## src/rtl/join_sync_param_if.sv

```systemverilog
// Handshake bundle for join_sync_param: producer channels, the consumer channel and status.
// The join itself uses the slave view; the surrounding pipeline or a bench uses the master view.
interface join_sync_param_if #(
  parameter int SIZE      = 2,
  parameter int WIDTH     = 8,
  parameter int CNT_WIDTH = 16
);
  logic [SIZE-1:0]       mask;
  logic [SIZE-1:0]       req_in;
  logic [SIZE*WIDTH-1:0] data_in;
  logic [SIZE-1:0]       ack_in;
  logic                  req_out;
  logic [SIZE*WIDTH-1:0] data_out;
  logic                  ack_out;
  logic                  busy;
  logic [CNT_WIDTH-1:0]  count;

  modport master (
    output mask, req_in, data_in, ack_out,
    input  ack_in, req_out, data_out, busy, count
  );

  modport slave (
    input  mask, req_in, data_in, ack_out,
    output ack_in, req_out, data_out, busy, count
  );
endinterface

```

## src/rtl/join_sync_param.sv

```systemverilog
// N-way 4-phase join: waits for every enabled producer request, issues one bundled request
// to the consumer, completes return-to-zero on both sides and counts finished transactions.
module join_sync_param #(
  parameter int SIZE        = 2,
  parameter int WIDTH       = 8,
  parameter int SYNC_STAGES = 2,
  parameter int CNT_WIDTH   = 16
) (
  input  logic              clk,
  input  logic              rst,
  join_sync_param_if.slave  bus
);
  localparam int DW = SIZE * WIDTH;

  typedef enum logic [1:0] {
    IDLE = 2'b00,
    REQ  = 2'b01,
    RTZ  = 2'b10,
    BAD  = 2'b11
  } state_t;

  logic [SIZE-1:0] req_s;
  logic            ack_s;

  generate
    if (SYNC_STAGES == 0) begin : g_direct
      assign req_s = bus.req_in;
      assign ack_s = bus.ack_out;
    end else begin : g_sync
      logic [SIZE-1:0]        req_sync_q [SYNC_STAGES];
      logic [SIZE-1:0]        req_sync_d [SYNC_STAGES];
      logic [SYNC_STAGES-1:0] ack_sync_q;
      logic [SYNC_STAGES-1:0] ack_sync_d;

      always_comb begin
        req_sync_d[0] = bus.req_in;
        ack_sync_d    = ack_sync_q;
        ack_sync_d[0] = bus.ack_out;
        for (int i = 1; i < SYNC_STAGES; i++) begin
          req_sync_d[i] = req_sync_q[i-1];
          ack_sync_d[i] = ack_sync_q[i-1];
        end
      end

      always_ff @(posedge clk) begin
        if (!rst) begin
          for (int i = 0; i < SYNC_STAGES; i++) begin
            req_sync_q[i] <= '0;
          end
          ack_sync_q <= '0;
        end else begin
          req_sync_q <= req_sync_d;
          ack_sync_q <= ack_sync_d;
        end
      end

      assign req_s = req_sync_q[SYNC_STAGES-1];
      assign ack_s = ack_sync_q[SYNC_STAGES-1];
    end
  endgenerate

  // Disabled channels contribute zeros to the captured word.
  logic [DW-1:0] data_masked;
  for (genvar gi = 0; gi < SIZE; gi++) begin : g_mask
    assign data_masked[gi*WIDTH +: WIDTH] =
      bus.mask[gi] ? bus.data_in[gi*WIDTH +: WIDTH] : '0;
  end

  state_t               state_q, state_d;
  logic [SIZE-1:0]      mask_q, mask_d;
  logic [SIZE-1:0]      ack_in_q, ack_in_d;
  logic                 req_out_q, req_out_d;
  logic [DW-1:0]        data_out_q, data_out_d;
  logic [CNT_WIDTH-1:0] count_q, count_d;
  logic                 start;
  logic                 rtz_done;

  assign start    = (bus.mask != '0) && ((req_s & bus.mask) == bus.mask);
  assign rtz_done = ((req_s & mask_q) == '0) && !ack_s;

  always_ff @(posedge clk) begin
    if (!rst) begin
      state_q <= IDLE;
    end else begin
      state_q <= state_d;
    end
  end

  always_comb begin
    state_d = state_q;
    case (state_q)
      IDLE:    if (start)    state_d = REQ;
      REQ:     if (ack_s)    state_d = RTZ;
      RTZ:     if (rtz_done) state_d = IDLE;
      default:               state_d = IDLE;
    endcase
  end

  always_comb begin
    mask_d     = mask_q;
    ack_in_d   = ack_in_q;
    req_out_d  = req_out_q;
    data_out_d = data_out_q;
    count_d    = count_q;
    case (state_q)
      IDLE: begin
        if (start) begin
          mask_d     = bus.mask;
          data_out_d = data_masked;
          req_out_d  = 1'b1;
        end
      end
      REQ: begin
        if (ack_s) begin
          req_out_d = 1'b0;
          ack_in_d  = mask_q;
        end
      end
      RTZ: begin
        if (rtz_done) begin
          ack_in_d = '0;
          count_d  = count_q + CNT_WIDTH'(1);
        end
      end
      default: begin
        // Unreachable encoding: drop everything and fall back to IDLE.
        mask_d     = '0;
        ack_in_d   = '0;
        req_out_d  = 1'b0;
        data_out_d = '0;
        count_d    = '0;
      end
    endcase
  end

  always_ff @(posedge clk) begin
    if (!rst) begin
      mask_q     <= '0;
      ack_in_q   <= '0;
      req_out_q  <= 1'b0;
      data_out_q <= '0;
      count_q    <= '0;
    end else begin
      mask_q     <= mask_d;
      ack_in_q   <= ack_in_d;
      req_out_q  <= req_out_d;
      data_out_q <= data_out_d;
      count_q    <= count_d;
    end
  end

  assign bus.ack_in   = ack_in_q;
  assign bus.req_out  = req_out_q;
  assign bus.data_out = data_out_q;
  assign bus.busy     = (state_q != IDLE);
  assign bus.count    = count_q;
endmodule
```

## src/flat_wrapper.sv

```systemverilog
// flat-port wrapper written by rule: the top's interface ports become plain ports
module join_sync_param_flat 
#(
  parameter int SIZE        = 2,
  parameter int WIDTH       = 8,
  parameter int SYNC_STAGES = 2,
  parameter int CNT_WIDTH   = 16
)
  (clk, rst, bus_mask, bus_req_in, bus_data_in, bus_ack_out, bus_ack_in, bus_req_out, bus_data_out, bus_busy, bus_count);
  join_sync_param_if #(.SIZE(SIZE), .WIDTH(WIDTH), .CNT_WIDTH(CNT_WIDTH)) bus_i ();
  input  logic clk;
  input  logic rst;
  input wire logic [$bits(bus_i.mask)-1:0] bus_mask;
  input wire logic [$bits(bus_i.req_in)-1:0] bus_req_in;
  input wire logic [$bits(bus_i.data_in)-1:0] bus_data_in;
  input wire logic [$bits(bus_i.ack_out)-1:0] bus_ack_out;
  output wire logic [$bits(bus_i.ack_in)-1:0] bus_ack_in;
  output wire logic [$bits(bus_i.req_out)-1:0] bus_req_out;
  output wire logic [$bits(bus_i.data_out)-1:0] bus_data_out;
  output wire logic [$bits(bus_i.busy)-1:0] bus_busy;
  output wire logic [$bits(bus_i.count)-1:0] bus_count;
  assign bus_i.mask = bus_mask;
  assign bus_i.req_in = bus_req_in;
  assign bus_i.data_in = bus_data_in;
  assign bus_i.ack_out = bus_ack_out;
  assign bus_ack_in = bus_i.ack_in;
  assign bus_req_out = bus_i.req_out;
  assign bus_data_out = bus_i.data_out;
  assign bus_busy = bus_i.busy;
  assign bus_count = bus_i.count;
  join_sync_param #(.SIZE(SIZE), .WIDTH(WIDTH), .SYNC_STAGES(SYNC_STAGES), .CNT_WIDTH(CNT_WIDTH)) u_core (.clk(clk), .rst(rst), .bus(bus_i));
endmodule
```

## config.mk

```make
export PLATFORM = sky130hd
export DESIGN_NAME = join_sync_param_flat
export DESIGN_NICKNAME = d
export VERILOG_FILES = /design/src/rtl/join_sync_param_if.sv /design/src/rtl/join_sync_param.sv /design/src/flat_wrapper.sv
export SDC_FILE = /design/constraint.sdc
export NUM_CORES = 1
export LEC_CHECK = 0
export ABC_CLOCK_PERIOD_IN_PS = 3800
export CORE_ASPECT_RATIO = 0.6
export CORE_MARGIN = 1.5
export CORE_UTILIZATION = 40
export CTS_CLUSTER_SIZE = 10
export DETAILED_ROUTE_END_ITERATION = 10
export PLACE_DENSITY = 0.7
export RECOVER_POWER = 25
export SYNTH_ARGS = -nofsm -noshare
export SYNTH_HDL_FRONTEND = slang
export SYNTH_SLANG_ARGS = --single-unit
export TNS_END_PERCENT = 100
```

## constraint.sdc

```tcl
create_clock -name clk -period 3.8 [get_ports clk]
set_input_delay 0.76 -clock clk [delete_from_list [all_inputs] [get_ports clk]]
set_output_delay 0.76 -clock clk [all_outputs]
set_load 0.05 [all_outputs]
```

== Yosys cells after proc, flatten, opt, wreduce, memory -nomap -nowiden ==
Cells that the tools add are included.
Operators by class
  add/subtract/negate cells: 1
  reductions and logical operators: 14
  mux-type cells: 17
  eq/ne operators: 6
  bitwise gates (word level): 6
Operators by type and width (count)
  $pmux W16 S2: 2
  $mux W16: 2
  $add A16 B1 Y16 const B: 1
  $mux W8: 2
  $pmux W2 S3: 2
  $mux W2: 5
  $reduce_and A3 Y1: 3
  $ne A2 B1 Y1 const B: 3
  $and A2 B2 Y2: 2
  $logic_not A2 Y1: 2
  $not A1 Y1: 4
  $pmux W2 S2: 1
  $reduce_and A2 Y1: 2
  $reduce_bool A2 Y1: 2
  $reduce_or A2 Y1: 2
  $pmux W1 S3: 1
  $eq A2 B1 Y1 const B: 1
  $eq A2 B2 Y1: 1
  $eq A2 B2 Y1 const B: 1
  $logic_and A1 B1 Y1: 2
  $mux W1: 2
  $logic_not A1 Y1: 1
Word-level totals
  output and inout port bits: 36
  input port bits: 23
  word-level logic and storage cells: 53
  register bits: 45

== Longest topological paths before layout ==
Gate-level depths: netlist of run 1.
  word-level depth: 5
  depth in mapped cells: 7
  depth with buffers taken out: 6

== Worst setup path after synthesis of run 1 ==
Ideal clock, no wire load.
  path kind: flip-flop to flip-flop
  from: register u_core.count_q[4] (netlist: u_core.bus.count[4])
  to: register u_core.count_q[15] (netlist: u_core.bus.count[15])
  arrival time: 2.126 ns
  setup slack: 1.603 ns
  stages on the path, launching flop included: 5
  clock period less this slack: 2.197 ns
  setup time: 0.072 ns
  required time: 3.728 ns
  path buffers: 0
  cells stage by stage: dfxtp_1 > nand4_2 > or4_4 > or4_1 > a21oi_1
Between the ends
  word-level cells in the longest chain between the ends: 3
Ends and longest elaborated chain
  start: declaration: RTL line join_sync_param.sv:74  | logic [CNT_WIDTH-1:0] count_q, count_d;
  start signal: assignment: RTL line join_sync_param.sv:148  | count_q <= count_d;
  $add A16 B1 Y16: RTL line join_sync_param.sv:122  | count_d = count_q + CNT_WIDTH'(1);
  $mux W16: RTL line join_sync_param.sv:120  | if (rtz_done) begin
  $pmux W16 S2: RTL line join_sync_param.sv:105  | case (state_q)
Every way passes these cells. The select of a mux whose other input is x is not followed.
A chain may end at the register's enable or synchronous reset.

==> results of run 1 <==
[power breakdown]
| part | total, mW | switching, mW | internal [mW] |
|---|---|---|---|
| registers | 0.563 | 0.0374 | 0.525 |
| logic | 0.543 | 0.342 | 0.201 |
| clock network | 0.290 | 0.161 | 0.129 |
| total | 1.40 | 0.539 | 0.856 |
[layout by cell type (no fill, tap or decap), types with 3 or more instances in the layout]
cell,synthesis,routed
clkdlybuf4s50_1,0,57
nand2_1,45,45
dfxtp_1,45,45
mux2i_1,19,19
a21oi_1,14,14
o21ai_0,11,11
nor2_1,7,7
and2_1,7,7
inv_1,6,6
nand3_1,6,6
o31ai_1,5,5
ha_1,5,5
clkbuf_8,0,5
or3_1,4,4
xnor2_1,3,3
or3_2,3,3
or4_1,3,3
clkbuf_1,4,3
[logic make-up after synthesis]
group           after synthesis
buf+inv                      17
fa+ha+maj                     5
compound gates               40
xor+xnor                      4
flops                        45
mux                          19
simple gates                 90
[sequential cells by signal, summed over array words and instances, names as in the netlist]
signal and cells:
u_core.mask_q 2, u_core.bus.req_out 1, u_core.state_q 2, u_core.req_s 2, u_core.bus.ack_in 2, u_core.g_sync.ack_sync_q 2, u_core.g_sync.req_sync_d 2, u_core.bus.count 16
u_core.bus.data_out 16
[metrics by stage]
step,util,instance area [µm²],hold slack (ns),setup WS (ns)
after floorplan,-,1980,0.412,1.60
after global placement,0.558,2600,0.416,1.31
after detailed placement,0.558,2600,0.419,1.20
after CTS,0.577,2690,0.439,1.01
after global routing,0.575,2680,0.451,0.644
final,0.575,2680,0.436,0.894
[metal layers]
layer,vias up,GRT usage
li1,880,-
met1,796,0.264
met2,29,0.238
met3,4,0.0480
met4,0,0.0640
met5,-,0
[area by class of cell]
cell class	instances	area (µm²)
fill	454	1980
multi-input combinational	158	996
sequential	45	901
timing repair buffer	61	596
tap	63	78.8
clock buffer	6	72.6
inverter	6	22.5
clock inverter	2	15.0
[worst max path at each step]
| stage | end | slack, ns | cells after the start |
|---|---|---|---|
| after floorplan | u_core.bus.count[15] | 1.60 | 4 |
| after global placement | u_core.bus.data_out[3] | 1.31 | 6 |
| after detailed placement | u_core.bus.data_out[5] | 1.20 | 6 |
| after CTS | bus_busy | 1.01 | 4 |
| after global routing | u_core.bus.count[11] | 0.64 | 5 |
| final | u_core.bus.count[12] | 0.89 | 5 |
[worst max-delay path, delay by kind of cell]
kind	cells	cell delay (ns)
buffers and inverters	3	1.95
AO/OA/AOI/OAI	2	0.41
==> flow_summary_export.csv, run 1 <==
group,metric,value,unit
die,die_area,0.00540,mm²
cells_and_area,antenna_cells,0,
yosys,synthXorXnorAreaFrac,0.0177,
cells_and_area,areaGrowthSynthToFinish,35.2,%
yosys,synthAdderAreaFrac,0.0315,
yosys,synth_compound_area_frac,0.127,
worst_setup_path,cp_common_cell,"clkbuf_1",
routing,drtIter0Drc,68,
worst_setup_path,critical-path-max-stage-delay,0.83,ns
grt,grt_usage,0.176,
worst_setup_path,crit_path_start,"rst",
sta,finalCritPeriodShare,0.765,
clock_network,clkTransAtPathRegs,0.08,ns
worst_setup_path,path_cells,"dlygate4sd3_1 > clkbuf_1 > o21ai_0 > clkbuf_1 > a21oi_1",
yosys,synth-simple-area-share,0.229,
worst_setup_path,required,4.02,ns
worst_setup_path,cp_data_arrival_time,3.13,ns
worst_setup_path,cp_slowest_cell,"clkbuf_1",
yosys,synth.area.top_cells,"dfxtp_1, mux2i_1, nand2_1",
grt,grt_start_max_net_pins,29,
min_path,min_from,"u_core.g_sync.req_sync_d[1]",
routing,routed.top_layer,"met4",
placed_design,io_buffers,58,
worst_setup_path,worstSetupStartpointType,"input pin",
die,die_w,93.9,µm
die,num_rows,19,
yosys,yosysWarningCount,0,
grt,grt-ovfl-total,0,
cells_and_area,final_cells,341,
worst_setup_path,timing.rr.end,"u_core.bus.count[9]",
yosys,avgSynthCellArea,9.01,µm²
status,status,"complete, no violations",
routing,dr_total_vias,1709,
yosys,synth_nets,248,
min_path,hold_class,"reg -> reg",
yosys,synth_flop_cell,"dfxtp_1",
routing,wl_met2,1700,µm
grt,grt_pass1_wl,7370,µm
sta,fmax,344,MHz
sta,rsz0062_at_grt,"false",
die,start_util,0.426,
clock_network,post_cts_resized,0,
power,powerDensity,521,mW/mm²
min_path,holdPathEnd,"u_core.req_s[1]",
grt,grt_pass1_vias,1584,
placed_design,gp_congestion,0.787,
yosys,yosys.area.top_type,"dfxtp_1",
sta,fin_crit,2.91,ns
yosys,synth.mux.area_fraction,0.0959,
die,core-area,0.00466,mm²
yosys,synth_edf_count,0,
sta,relSlewSlack,0.303,
routing,dr.pass1.iters,4,
yosys,synth_cell_types,40,
clock_network,cts_root_buf,"clkbuf_8",
placed_design,dp_hpwl,3220,µm
worst_setup_path,r2r_cells,6,
grt,antenna_found_initial,0,
clock_network,hold_buffers,0,
sta,hold_viol_final,0,
power,p_leak,0.944,nW
clock_network,clock-sinks,45,
die,dieHeight,57.5,µm
routing,wl_met3,178,µm
clock_network,clkLatencyLatePin,0.30,ns
routing,wl,4280,µm
routing,ant_nets,0,
yosys,netlist_area,0.00198,mm²
yosys,syn_inst,220,
worst_setup_path,r2r_setup_slack,1.50,ns
routing,met1_length,2360,µm
clock_network,htree_num_levels,2,
routing,avgViaCountPerCell,5.01,
clock_network,cts_made_buffers,5,
clock_network,postCtsSetupBuffers,0,
yosys,yosys_register_bits,45,
die,ios,59,
sta,setup_viol,0,
worst_setup_path,worst-setup-path-type,"in -> reg",
sta,finalMaxSlewViolations,0,
worst_setup_path,cp_max_fo,28,
yosys,synth-seq-area-share,0.454,
power,peakVddDrop,0.237,mV
sta,tightest_slew,1.05,ns
placed_design,placed_cells,333,
clock_network,max-clock-path-buffers,2,
routing,wl_per_cell,12.6,µm
job,maxCapViolCount,0,
cells_and_area,layout-drive-gt1-share,0.0683,
yosys,synth_top_family_by_area,"simple AND/OR/NAND/NOR gates",
worst_setup_path,worstReg2RegStart,"u_core.state_q[0]",
min_path,whs_path_depth,1,
yosys,async_reset_ff_frac,0,
yosys,synth_commonest_cells,"dfxtp_1, nand2_1, mux2i_1, a21oi_1, o21ai_0",
worst_setup_path,end_kind,"register",
yosys,synth_top_area_share,0.454,
power,finalPower,1.40,mW
sta,skew,0.00638,ns
cells_and_area,nets,305,
sta,setup_tns,0,ns
routing,drcViolationCount,0,
clock_network,cts_tree,"built",
Note: power is estimated with default switching activity, not from simulation.
==> inputs of run 2 (changes only) <==
--- a/config.mk
+++ b/config.mk
@@ -5,7 +5,7 @@
 export SDC_FILE = /design/constraint.sdc
 export NUM_CORES = 1
 export LEC_CHECK = 0
-export ABC_CLOCK_PERIOD_IN_PS = 3800
+export ABC_CLOCK_PERIOD_IN_PS = 2870
 export CORE_ASPECT_RATIO = 0.6
 export CORE_MARGIN = 1.5
 export CORE_UTILIZATION = 40
==> constraint.sdc (replaced) <==
create_clock -name clk -period 2.87 [get_ports clk]
set_input_delay 0.574 -clock clk [delete_from_list [all_inputs] [get_ports clk]]
set_output_delay 0.574 -clock clk [all_outputs]
set_load 0.05 [all_outputs]
==> run 2 against run 1 <==
  * Clock skew is 0.0052 ns higher
  * Global-route usage is 0.15 points lower
  * Worst setup slack worse by 0.58 ns
  * Core utilization is 0.89 points higher
  * Sequential cell count stayed put
  * First-iteration DRC count is 7.4% higher
  * Critical path depth is 1 lower
  * Cell area is 1.5% higher
  * Sequential share of layout area is 0.51 points lower
  * Critical endpoint is now bus_busy
  * Largest power group unchanged
  * Highest routed layer unchanged
==> flow_summary_export.csv, run 2 (synthesis gave the netlist of run 1 again) <==
group,metric,value,unit
placed_design,placedInstanceArea,0.00262,mm²
power,power_frac_seq,0.377,
job,maxCapViolCount,0,
cells_and_area,final_cell_mix,"clkdlybuf4s50_1, nand2_1, dfxtp_1",
power,p_int,1.24,mW
worst_setup_path,end_kind,"output pin",
cells_and_area,final_cells,343,
clock_network,clkLatencyLatePin,0.31,ns
grt,grt-ovfl-total,0,
worst_setup_path,cp_num_buf_inv,3,
die,start_util,0.426,
routing,avgViaCountPerCell,4.93,
sta,relSlewSlack,0.498,
power,peakVddDrop,0.328,mV
routing,wl,4490,µm
placed_design,io_buffers,58,
power,p_leak,0.977,nW
worst_setup_path,worstSetupStartpointType,"register",
sta,skew,0.0116,ns
sta,tightest_slew,0.745,ns
routing,wl_per_cell,13.1,µm
clock_network,cts_made_buffers,5,
worst_setup_path,required,2.30,ns
worst_setup_path,crit_path_start,"u_core.state_q[0]",
cells_and_area,fin_util,0.584,
cells_and_area,antenna_cells,0,
placed_design,placed_cells,335,
worst_setup_path,cp_data_arrival_time,1.98,ns
worst_setup_path,r2r_cells,6,
power,switching_power,0.748,mW
clock_network,hold_buffers,0,
sta,rsz0062_at_grt,"false",
routing,drcViolationCount,0,
cells_and_area,final_area,0.00272,mm²
worst_setup_path,timing.rr.end,"u_core.bus.count[9]",
status,status,"complete, no violations",
die,core-area,0.00466,mm²
worst_setup_path,path_cells,"inv_1 > ha_1 > inv_1 > clkdlybuf4s50_1",
clock_network,cts_tree,"built",
die,die_w,93.9,µm
worst_setup_path,worst-setup-path-type,"reg -> out",
sta,setup_tns,0,ns
worst_setup_path,cp.depth,4,
grt,grt_usage,0.174,
grt,grt_pass1_wl,7360,µm
sta,hold_viol_final,0,
cells_and_area,areaGrowthSynthToFinish,37.3,%
sta,fin_crit,2.55,ns
routing,dr_total_vias,1690,
min_path,hold_class,"reg -> reg",
worst_setup_path,worstReg2RegStart,"u_core.state_q[0]",
power,finalPower,1.98,mW
clock_network,postCtsSetupBuffers,0,
power,combPwrFrac,0.369,
clock_network,htree_num_levels,2,
cells_and_area,nets,307,
worst_setup_path,crit_family,"buffers and inverters",
worst_setup_path,cp_common_cell,"inv_1",
placed_design,dp_hpwl,3250,µm
routing,dr.pass1.iters,4,
sta,finalMaxSlewViolations,0,
clock_network,max-clock-path-buffers,2,
worst_setup_path,endpoint,"bus_busy",
placed_design,pre_cts_ws,0.561,ns
die,num_rows,19,
die,dieHeight,57.5,µm
placed_design,gp_congestion,0.812,
grt,antenna_found_initial,0,
die,die_area,0.00540,mm²
sta,finalCritPeriodShare,0.890,
grt,grt_start_max_net_pins,26,
clock_network,cts_root_buf,"clkbuf_8",
power,pwr-share-clk,0.254,
sta,timing.hold.ws,0.443,ns
routing,drtIter0Drc,73,
grt,grt_pass1_vias,1540,
clock_network,post_cts_resized,0,
worst_setup_path,cp_max_fo,7,
sta,setup_viol,0,
clock_network,clock-sinks,45,
power,powerDensity,729,mW/mm²
worst_setup_path,critical-path-max-stage-delay,0.81,ns
cells_and_area,num-fill-cells,394,
sta,fmax,392,MHz
worst_setup_path,r2r_setup_slack,0.61,ns
power,switching_share,0.377,
cells_and_area,final_common_cell,"clkdlybuf4s50_1",
die,ios,59,
clock_network,clkTransAtPathRegs,0.10,ns
worst_setup_path,cp_slowest_cell,"clkdlybuf4s50_1",
cells_and_area,layout-drive-gt1-share,0.0750,
routing,ant_nets,0,
sta,setup_slack,0.316,ns
run 2: layer usage:
layer  routed length (µm)  vias up  share of wire  global-route usage
met5                    0        -              0                   0
li1                     -      883              -                   -
met2                 1910       41           0.43               0.254
met1                 2280      762           0.51               0.253
met4                   25        0         0.0056              0.0512
met3                  271        4          0.060              0.0467
run 2: area by class of cell:
class / instances / area, µm² / share of cell area
tap: 63 / 78.8 / 0.0290
timing repair buffer: 63 / 611 / 0.224
clock inverter: 3 / 47.5 / 0.0175
multi-input combinational: 158 / 993 / 0.365
sequential: 45 / 901 / 0.331
clock buffer: 5 / 68.8 / 0.0253
inverter: 6 / 22.5 / 0.00827
run 2: how the worst min path moves through the flow:
stage,to,startpoint,slack (ns),depth (start not counted)
after floorplan,u_core.g_sync.ack_sync_q[1],u_core.g_sync.ack_sync_q[0],0.41,1
after global placement,u_core.g_sync.ack_sync_q[1],u_core.g_sync.ack_sync_q[0],0.42,1
after detailed placement,u_core.req_s[0],u_core.g_sync.req_sync_d[0],0.42,1
after CTS,u_core.req_s[0],u_core.g_sync.req_sync_d[0],0.44,1
after global routing,u_core.req_s[0],u_core.g_sync.req_sync_d[0],0.46,1
final,u_core.req_s[0],u_core.g_sync.req_sync_d[0],0.44,1
run 2: power groups by stage:
stage	logic, mW	registers (mW)	clock network [mW]
detailed placement	0.740	0.761	0
CTS	0.744	0.747	0.510
global route	0.789	0.758	0.531
global placement	0.732	0.758	0
finish	0.732	0.748	0.504
floorplan	0.342	0.923	0
run 2: worst reg2reg max path: stages (launching register included):
cell and delay (ns):
dfxtp_1 0.38, inv_1 0.09, ha_1 0.29, or2_2 0.35, a211o_2 0.38, or4_2 0.56
a21oi_1 0.15
==> inputs of run 3 (changes only) <==
--- a/config.mk
+++ b/config.mk
@@ -6,7 +6,7 @@
 export NUM_CORES = 1
 export LEC_CHECK = 0
 export ABC_CLOCK_PERIOD_IN_PS = 2870
-export CORE_ASPECT_RATIO = 0.6
+export CORE_ASPECT_RATIO = 1.4
 export CORE_MARGIN = 1.5
 export CORE_UTILIZATION = 40
 export CTS_CLUSTER_SIZE = 10
==> run 3 against run 2 <==
  * Clock power down 2%
  * Cell area down 0.14%
  * Worst hold slack worse by 0.0069 ns
  * Sequential share of layout area about the same
  * First-iteration DRC count up 19%
  * Sequential power down 0.7%
  * Critical path depth unchanged
  * Final cell count unchanged
  * Highest routed layer unchanged
  * Total power down 1.1%
  * Largest cell class unchanged
==> flow_summary_export.csv, run 3 (synthesis gave the netlist of run 1 again) <==
group,metric,value,unit
status,status,"complete, no violations",
placed_design,io_buffers,58,
routing,wl_per_cell,12.6,µm
routing,avgViaCountPerCell,5.11,
sta,relSlewSlack,0.186,
cells_and_area,layout-drive-gt1-share,0.0717,
routing,drcViolationCount,0,
die,num_rows,30,
sta,skew,0.00307,ns
cells_and_area,final_cell_mix,"clkdlybuf4s50_1, nand2_1, dfxtp_1",
routing,ant_nets,0,
grt,grt_pass1_vias,1596,
power,p_int,1.25,mW
clock_network,post_cts_resized,0,
die,ios,59,
power,power_frac_seq,0.379,
clock_network,clkTransAtPathRegs,0.08,ns
routing,dr_total_vias,1753,
sta,tightest_slew,1.22,ns
clock_network,clkLatencyLatePin,0.29,ns
clock_network,cts_made_buffers,5,
power,combPwrFrac,0.369,
power,switching_power,0.708,mW
worst_setup_path,crit_path_start,"u_core.state_q[0]",
clock_network,cts_tree,"built",
sta,rsz0062_at_grt,"false",
grt,grt_usage,0.162,
power,p_leak,0.972,nW
clock_network,htree_num_levels,2,
routing,drtIter0Drc,87,
grt,grt_start_max_net_pins,32,
clock_network,clock-sinks,45,
worst_setup_path,r2r_cells,6,
die,dieHeight,86.3,µm
placed_design,pre_cts_ws,0.406,ns
sta,setup_tns,0,ns
sta,setup_viol,0,
power,switching_share,0.361,
sta,finalCritPeriodShare,0.895,
cells_and_area,antenna_cells,0,
worst_setup_path,timing.rr.end,"u_core.bus.count[9]",
worst_setup_path,worstSetupStartpointType,"register",
clock_network,hold_buffers,0,
worst_setup_path,worst-setup-path-type,"reg -> out",
worst_setup_path,cp_max_fo,7,
die,die_area,0.00540,mm²
placed_design,gp_congestion,0.749,
power,powerDensity,721,mW/mm²
min_path,hold_class,"reg -> reg",
power,peakVddDrop,0.396,mV
worst_setup_path,worstReg2RegStart,"u_core.state_q[0]",
sta,setup_slack,0.301,ns
die,start_util,0.413,
routing,dr.pass1.iters,4,
worst_setup_path,r2r_setup_slack,0.58,ns
sta,finalMaxSlewViolations,0,
worst_setup_path,end_kind,"output pin",
grt,grt-ovfl-total,0,
routing,wl,4330,µm
grt,grt_pass1_wl,6980,µm
clock_network,cts_root_buf,"clkbuf_8",
die,core-area,0.00480,mm²
worst_setup_path,cp_data_arrival_time,1.99,ns
sta,hold_viol_final,0,
cells_and_area,areaGrowthSynthToFinish,37.1,%
clock_network,max-clock-path-buffers,2,
die,die_w,62.5,µm
worst_setup_path,required,2.30,ns
power,pwr-share-clk,0.253,
cells_and_area,final_common_cell,"clkdlybuf4s50_1",
placed_design,dp_hpwl,3140,µm
clock_network,postCtsSetupBuffers,0,
cells_and_area,nets,306,
sta,fin_crit,2.57,ns
job,maxCapViolCount,0,
sta,fmax,389,MHz
worst_setup_path,endpoint,"bus_busy",
grt,antenna_found_initial,0,
run 3: cell count changes in the layout (fill, tap and decap cells not counted), sizes merged:
| cell | previous run | this run |
|---|---|---|
| dlygate4sd3 | 3 | 2 |
| inv | 8 | 6 |
| clkdlybuf4s50 | 55 | 56 |
| clkbuf | 7 | 9 |
| buf | 3 | 2 |
run 3: layout make-up:
| class | count | area [µm²] |
|---|---|---|
| Tap cell | 64 | 80.1 |
| Clock inverter | 1 | 30.0 |
| Inverter | 6 | 22.5 |
| Multi-Input combinational cell | 158 | 996 |
| Sequential cell | 45 | 901 |
| Timing Repair Buffer | 62 | 603 |
| Clock buffer | 7 | 86.3 |
| Fill cell | 480 | 2090 |
run 3: critical path: stages (launching register included):
cell and delay [ns]:
dfxtp_1 0.39, inv_1 0.09, ha_1 0.30, inv_1 0.12, clkdlybuf4s50_1 0.80
run 3: through the flow:
step	total power [mW]	hold slack [ns]	cell area, µm²	std cells	utilization
2_1_floorplan	1.27	0.412	1980	220	-
3_3_place_gp	1.48	0.414	2610	335	0.543
3_5_place_dp	1.49	0.418	2610	335	0.543
4_1_cts	1.99	0.438	2730	343	0.567
5_1_grt	2.06	0.452	2720	343	0.566
6_report	1.96	0.436	2720	343	0.566
run 3: how the worst min path moves through the flow:
| stage | start | to | slack [ns] | cells after the start |
|---|---|---|---|---|
| 3_3_place_gp | u_core.g_sync.req_sync_d[1] | u_core.req_s[1] | 0.41 | 1 |
| 2_1_floorplan | u_core.g_sync.ack_sync_q[0] | u_core.g_sync.ack_sync_q[1] | 0.41 | 1 |
| 3_5_place_dp | u_core.g_sync.ack_sync_q[0] | u_core.g_sync.ack_sync_q[1] | 0.42 | 1 |
| 4_1_cts | u_core.g_sync.ack_sync_q[0] | u_core.g_sync.ack_sync_q[1] | 0.44 | 1 |
| 5_1_grt | u_core.g_sync.req_sync_d[0] | u_core.req_s[0] | 0.45 | 1 |
| 6_report | u_core.g_sync.req_sync_d[1] | u_core.req_s[1] | 0.44 | 1 |
run 3: power groups by stage:
stage          logic [mW]  registers (mW)  clock network (mW)
6_report            0.723           0.743               0.495
2_1_floorplan       0.342           0.923                   0
5_1_grt             0.776           0.751               0.536
4_1_cts             0.736           0.743               0.508
3_3_place_gp        0.726           0.757                   0
3_5_place_dp        0.732           0.755                   0
run 3: per-layer routing:
| metal | up-vias | wire [µm] | GRT usage | share of wire |
|---|---|---|---|---|
| met3 | 6 | 219 | 0.0325 | 0.051 |
| met1 | 815 | 1820 | 0.172 | 0.42 |
| li1 | 881 | - | - | - |
| met2 | 51 | 2230 | 0.310 | 0.51 |
| met5 | - | 0 | 0 | 0 |
| met4 | 0 | 66 | 0.0667 | 0.015 |
